--- src/rtl/serial_subtractor.sv ---
// Bit-serial two's-complement subtractor: difference = minuend - subtrahend, LSB first, one bit per clock.
// Optional signed-overflow output is enabled by defining SERIAL_SUB_OVERFLOW_EN.
//
// state | meaning
// IDLE  | waiting for start; operands captured on the accepting edge
// RUN   | one full-subtractor step per edge, WIDTH edges in total
// DONE  | one-cycle result-valid pulse, then back to IDLE
module serial_subtractor #(
    parameter int WIDTH = 8
) (
    input  logic             clk,
    input  logic             rst_n,
    input  logic             start,
    input  logic [WIDTH-1:0] minuend,
    input  logic [WIDTH-1:0] subtrahend,
    output logic             busy,
    output logic             done,
    output logic [WIDTH-1:0] difference,
    output logic             borrow_out
`ifdef SERIAL_SUB_OVERFLOW_EN
    ,
    output logic             overflow
`endif
);

    localparam int CW = $clog2(WIDTH);
    localparam logic [CW-1:0] LAST_BIT = CW'(WIDTH - 1);

    typedef enum logic [1:0] {
        IDLE = 2'd0,
        RUN  = 2'd1,
        DONE = 2'd2
    } state_t;

    state_t state, state_next;

    logic [WIDTH-1:0] a_sr;
    logic [WIDTH-1:0] b_sr;
    logic [WIDTH-2:0] r_sr;
    logic [WIDTH-1:0] r_next;
    logic [CW-1:0]    cnt;
    logic             borrow;
    logic             bit_d;
    logic             bit_b;
    logic             last_bit;

    assign bit_d    = a_sr[0] ^ b_sr[0] ^ borrow;
    assign bit_b    = (~a_sr[0] & b_sr[0]) | (~(a_sr[0] ^ b_sr[0]) & borrow);
    // Result enters from the MSB side; after WIDTH steps bit 0 has reached the bottom.
    assign r_next   = {bit_d, r_sr};
    assign last_bit = (cnt == LAST_BIT);

    assign busy = (state == RUN);
    assign done = (state == DONE);

    always_ff @(posedge clk or negedge rst_n) begin
        if (!rst_n) begin
            state <= IDLE;
        end else begin
            state <= state_next;
        end
    end

    always_comb begin
        state_next = state;
        unique case (state)
            IDLE:    if (start) state_next = RUN;
            RUN:     if (last_bit) state_next = DONE;
            DONE:    state_next = IDLE;
            default: state_next = IDLE;
        endcase
    end

    always_ff @(posedge clk or negedge rst_n) begin
        if (!rst_n) begin
            a_sr       <= '0;
            b_sr       <= '0;
            r_sr       <= '0;
            cnt        <= '0;
            borrow     <= 1'b0;
            difference <= '0;
            borrow_out <= 1'b0;
`ifdef SERIAL_SUB_OVERFLOW_EN
            overflow   <= 1'b0;
`endif
        end else begin
            unique case (state)
                IDLE: begin
                    if (start) begin
                        a_sr   <= minuend;
                        b_sr   <= subtrahend;
                        r_sr   <= '0;
                        cnt    <= '0;
                        borrow <= 1'b0;
                    end
                end
                RUN: begin
                    a_sr   <= a_sr >> 1;
                    b_sr   <= b_sr >> 1;
                    r_sr   <= r_next[WIDTH-1:1];
                    borrow <= bit_b;
                    if (last_bit) begin
                        difference <= r_next;
                        borrow_out <= bit_b;
`ifdef SERIAL_SUB_OVERFLOW_EN
                        // On the final step the operand LSBs are the captured MSBs.
                        overflow   <= (a_sr[0] != b_sr[0]) && (bit_d != a_sr[0]);
`endif
                    end else begin
                        cnt <= cnt + 1'b1;
                    end
                end
                default: ;
            endcase
        end
    end

endmodule
--- config.mk ---
export PLATFORM = sky130hd
export DESIGN_NAME = serial_subtractor
export DESIGN_NICKNAME = d
export VERILOG_FILES = /design/src/rtl/serial_subtractor.sv
export SDC_FILE = /design/constraint.sdc
export NUM_CORES = 1
export LEC_CHECK = 0
export ABC_AREA = 1
export CAP_MARGIN = 30
export CORE_MARGIN = 3
export CORE_UTILIZATION = 50
export CTS_CLUSTER_SIZE = 12
export DETAILED_ROUTE_END_ITERATION = 10
export PLACE_DENSITY = 0.76
export RECOVER_POWER = 50
export SYNTH_ARGS = -nofsm -noshare
export SYNTH_HDL_FRONTEND = slang
export SYNTH_SLANG_ARGS = --single-unit
--- constraint.sdc ---
create_clock -name clk -period 1.85 [get_ports clk]
set_clock_uncertainty 0.15 [all_clocks]
set_input_delay 0.37 -clock clk [delete_from_list [all_inputs] [get_ports clk]]
set_output_delay 0.37 -clock clk [all_outputs]
set_load 0.005 [all_outputs]
-- Word level (Yosys, flattened, before mapping)
Index checks and enable logic that the tools add are counted.
- register bits: 38
- output and inout port bits: 11
- logic and storage cells: 42
- add/subtract/negate cells: 1
- equality and inequality tests: 6
- multiplexer cells: 14
- bitwise operators: 7
- reduce and logical (&&, ||, !) cells: 6
- operators with widths (kind ; count):
    $pmux 8 s2 ; 2
    $mux 8 ; 2
    $pmux 7 s2 ; 1
    $mux 7 ; 1
    $mux 3 ; 2
    $pmux 3 s2 ; 1
    $reduce_and 2->1 ; 3
    $mux 2 ; 2
    $ne 2x2->1 const B ; 2
    $pmux 2 s2 ; 1
    $add 3x1->3 const B ; 1
    $eq 3x3->1 const B ; 1
    $reduce_and 3->1 ; 1
    $and 1x1->1 ; 2
    $eq 2x1->1 const B ; 1
    $eq 2x2->1 const B ; 1
    $logic_not 2->1 ; 1
    $ne 2x1->1 const B ; 1
    $not 1->1 ; 2
    $pmux 1 s2 ; 1
    $reduce_bool 2->1 ; 1
    $xor 1x1->1 ; 2
    $mux 1 ; 1
    $or 1x1->1 ; 1

-- Logic depth before layout (Yosys ltp)
Gate-level depths: netlist of the first run.
- depth in word-level cells: 5
- depth in mapped cells: 6
- depth with buffers taken out: 6

-- Least setup slack after synthesis of the first run
No wires, ideal clock.
- path kind: flip-flop to flip-flop
- from: register cnt[0]
- to: register difference[0]
- setup time: 0.074 ns
- data arrival time: 1.175 ns
- required time: 1.626 ns
- slack: 0.451 ns
- cell stages (with the launch flop): 7
- buffers on the path: 1
- path through: dfrtp_1 > ha_1 > ha_1 > nand2_4 > buf_6 > nand2_1 > o21ai_2
- word-level cells in the longest chain between the ends: 2
- ends and longest elaborated chain (item ; line ; text):
    start: declaration ; 41 ; logic [CW-1:0] cnt;
    start signal: assignment ; 110 ; cnt <= cnt + 1'b1;
    $eq 3x3->1 ; 51 ; assign last_bit = (cnt == LAST_BIT);
    $reduce_and 2->1 (no source line) ; - ;
    end signal: assignment ; 103 ; difference <= r_next;
    end: declaration ; 18 ; output logic [WIDTH-1:0] difference,
Every way passes these cells.
A chain may end at the register's enable or synchronous reset.

-- Worst setup path in the final report of the first run
- from: register difference[5]
- to: output port difference[5]
No word-level cell between the ends.

==> impl_metrics.toml, run 1 <==
[sta]
max_slew_margin_pct = 26.22
hold_viol = 0
tightest_slew_ns = 1.107
layout_min_cycle_time_ns = 1.725
fin_crit_sh_pct = 93.22
maxClockFrequency_mhz = 579.9
rsz0062_at_grt = "no"
finalSetupTns_ns = 0
slew_violations = 0
setup_violations = 0

[synth]
synthAdderAreaFrac_pct = 2.544
synth_top_area_share_pct = 53.71
yosys_warnings = 0
synthArstFlopShare_pct = 100.0
postSynthCellCount = 206
synth-seq-area-share_pct = 53.71
synth_commonest_cells = "nand2_1, nand3_1, dfrtp_1, inv_1"
synthXorXnorAreaFrac_pct = 0
yosysMostFrequentCell = "nand2_1"
ys.flop_type = "dfrtp_1"
synth_compound_area_share_pct = 6.784
synth_top_family_by_area = "simple AND/OR/NAND/NOR gates"
postSynthAreaPerCell_um2 = 8.594
yosysTopAreaCell = "dfrtp_1"
synth.distinct_cells = 19
synth_area_mm2 = 0.001770
yosys.area_share.simple_pct = 27.28
ys_ff_latch = 38
synth_edf_count = 0
synth_nets = 228
synth.area.mux_share_pct = 0
synthTopCellsByArea = "dfrtp_1, nand3_1, nand2_1, inv_1, o21ai_2"

[drt]
postRouteAntennaNets = 0
num_vias = 1459
first_iter_violations = 68
drtPass1Iterations = 5
drc_errors = 0
wl_mm = 3.727
vias_per_cell = 5.084
wl_per_cell_um = 12.99

[clocking]
htreeDepth = 2
cts_tree = "yes"
clockBufferDepth = 2
clock_latency_ns = 0.35
clockRootBuffer = "clkbuf_4"
clkTransAtPathRegs_ns = 0.11
cts_made_buffers = 5
cts_sinks = 38

[place]
hpwl_mm = 2.667
globalplace.congestion = 0.7973
io_buffers = 29
dpl.cell_count = 277

[global_routing]
grt_overflow = 0
antenna_found_initial = 0
grt_usage_pct = 18.97
grt_pass1_vias = 1371
grt_pass1_wl_mm = 6.127
grt_max_degree = 21

[critical_path]
crit_required_ns = 1.33
critPathSlowestCell = "clkdlybuf4s50_1"
endpoint_kind = "output pin"
path_buf_inv = 1
crit_fanout = 2
cpPeakStageDelay_ns = 0.50
worstSetupPathType = "flip-flop to output pin"
cp_top_family = "buffers and inverters"
path_cells = "clkdlybuf4s50_1"
cp.arrival_ns = 1.20
setup.worst_path.start_class = "flip-flop"

[floorplan]
coreArea_mm2 = 0.003203
start_util_pct = 55.27
num_io_pins = 30
fp.dieW_um = 65.51
die-area_mm2 = 0.004291
die_h_um = 65.51
num_rows = 20

[power_and_ir_drop]
power.density_mw_per_mm2 = 1477
leakagePower_nw = 1.109
vdd_drop_max_mv = 0.6685

[final_layout]
antenna_cells = 0
area_delta_synth_final_pct = 23.46
final_nets = 264
drive_gt1_share_pct = 12.76
layoutNonFillerInstCount = 287

[flow_run]
cap_violations = 0

[status]
status = "completed"

[worst_hold_path]
hp-class = "flip-flop to flip-flop"
[path summary, 6_finish.rpt]
check,from,end,slack (ns),depth (start not counted)
hold reg to reg,difference[0],difference[0],0.34,2
min in group asynchronous,rst_n,difference[0],0.60,2
max in group asynchronous,rst_n,state[0],0.28,3
setup reg to reg,state[1],b_sr[2],0.19,6
setup / recovery,difference[5],difference[5],0.13,1
hold / removal,difference[0],difference[0],0.34,2
[area by class of cell]
type / instances / area, um2
Fill cell: 293 / 1017
Sequential cell: 38 / 952.2
Multi-Input combinational cell: 127 / 634.4
Timing Repair Buffer: 38 / 360.3
Inverter: 32 / 120.1
Tap cell: 44 / 55.05
Clock buffer: 6 / 51.30
Clock inverter: 2 / 12.51
[metrics by stage]
stage               total power, mW  hold slack [ns]  setup slack (ns)  area, um2  utilization [%]
floorplan                     2.309         -0.07559            0.4507       1770                -
global placement              2.749           0.1928            0.1955       2125            66.33
detailed placement            2.829           0.1977            0.1732       2125            66.33
CTS                           3.297           0.3464          0.005704       2206            68.87
global route                  3.515           0.3752           0.03797       2186            68.24
finish                        3.229           0.3432            0.1255       2186            68.24
[what timing repair did]
| action | 4_1_cts | 5_1_grt |
|---|---|---|
| setup buffers | 1 | 0 |
| pin swaps | 0 | 0 |
| endpoints found under the hold margin | 19 | 0 |
| setup endpoints to repair | 2 | 1 |
| hold buffers | 1 | 0 |
| gates resized for setup | 4 | 2 |
[cell families after synthesis]
| kind of cell | Yosys count |
|---|---|
| AO/OA/AOI/OAI | 18 |
| AND/OR/NAND/NOR | 106 |
| adder cells (fa/ha/maj) | 3 |
| flip-flops | 38 |
| buffers and inverters | 41 |
[metal layers]
metal  part of all wire (%)  vias to the layer above  global-route usage (%)  routed length [um]
met3                    4.4                        5                   4.103                 164
met5                      0                        -                       0                   0
met1                     43                      697                   23.65                1613
met4                    1.7                        0                   8.031                  62
li1                       -                      725                       -                   -
met2                     51                       32                   31.73                1887
[registers in the layout (all words and copies together) (netlist names)]
name	flops
borrow_out	1
b_sr	8
borrow	1
cnt	3
state	2
r_sr	7
difference	8
a_sr	8
[placed cells by master, fill, tap and decap left out]
cell / n
nand3_1: 42
dlygate4sd3_1: 1
clkbuf_4: 5
clkinv_2: 1
clkinvlp_4: 1
o21ai_1: 2
dfrtp_1: 37
clkdlybuf4s50_1: 26
inv_1: 30
o21ai_2: 5
nor2_2: 1
clkbuf_2: 1
fa_1: 1
nand4_1: 4
nor2_1: 3
dfrtp_2: 1
clkbuf_8: 1
buf_4: 7
dlygate4sd2_1: 1
nand2_2: 4
buf_12: 1
nand2_1: 51
ha_1: 2
clkbuf_1: 1
nor2_4: 1
inv_2: 2
o21ai_0: 11
[where the power goes]
group	total (mW)	internal (mW)	switching [mW]	leakage, nW
combinational	1.39	0.611	0.783	0.592
clock	0.454	0.183	0.272	0.0343
sequential	1.38	1.19	0.195	0.483
total	3.23	1.98	1.25	1.11
Note: power is estimated with default switching activity, not from simulation.
==> inputs of run 2 (changes only) <==
- ABC_CLOCK_PERIOD_IN_PS: unset -> 1850
==> results of run 2 <==
No change in the layout: final DEF, timing and power equal those of run 1.
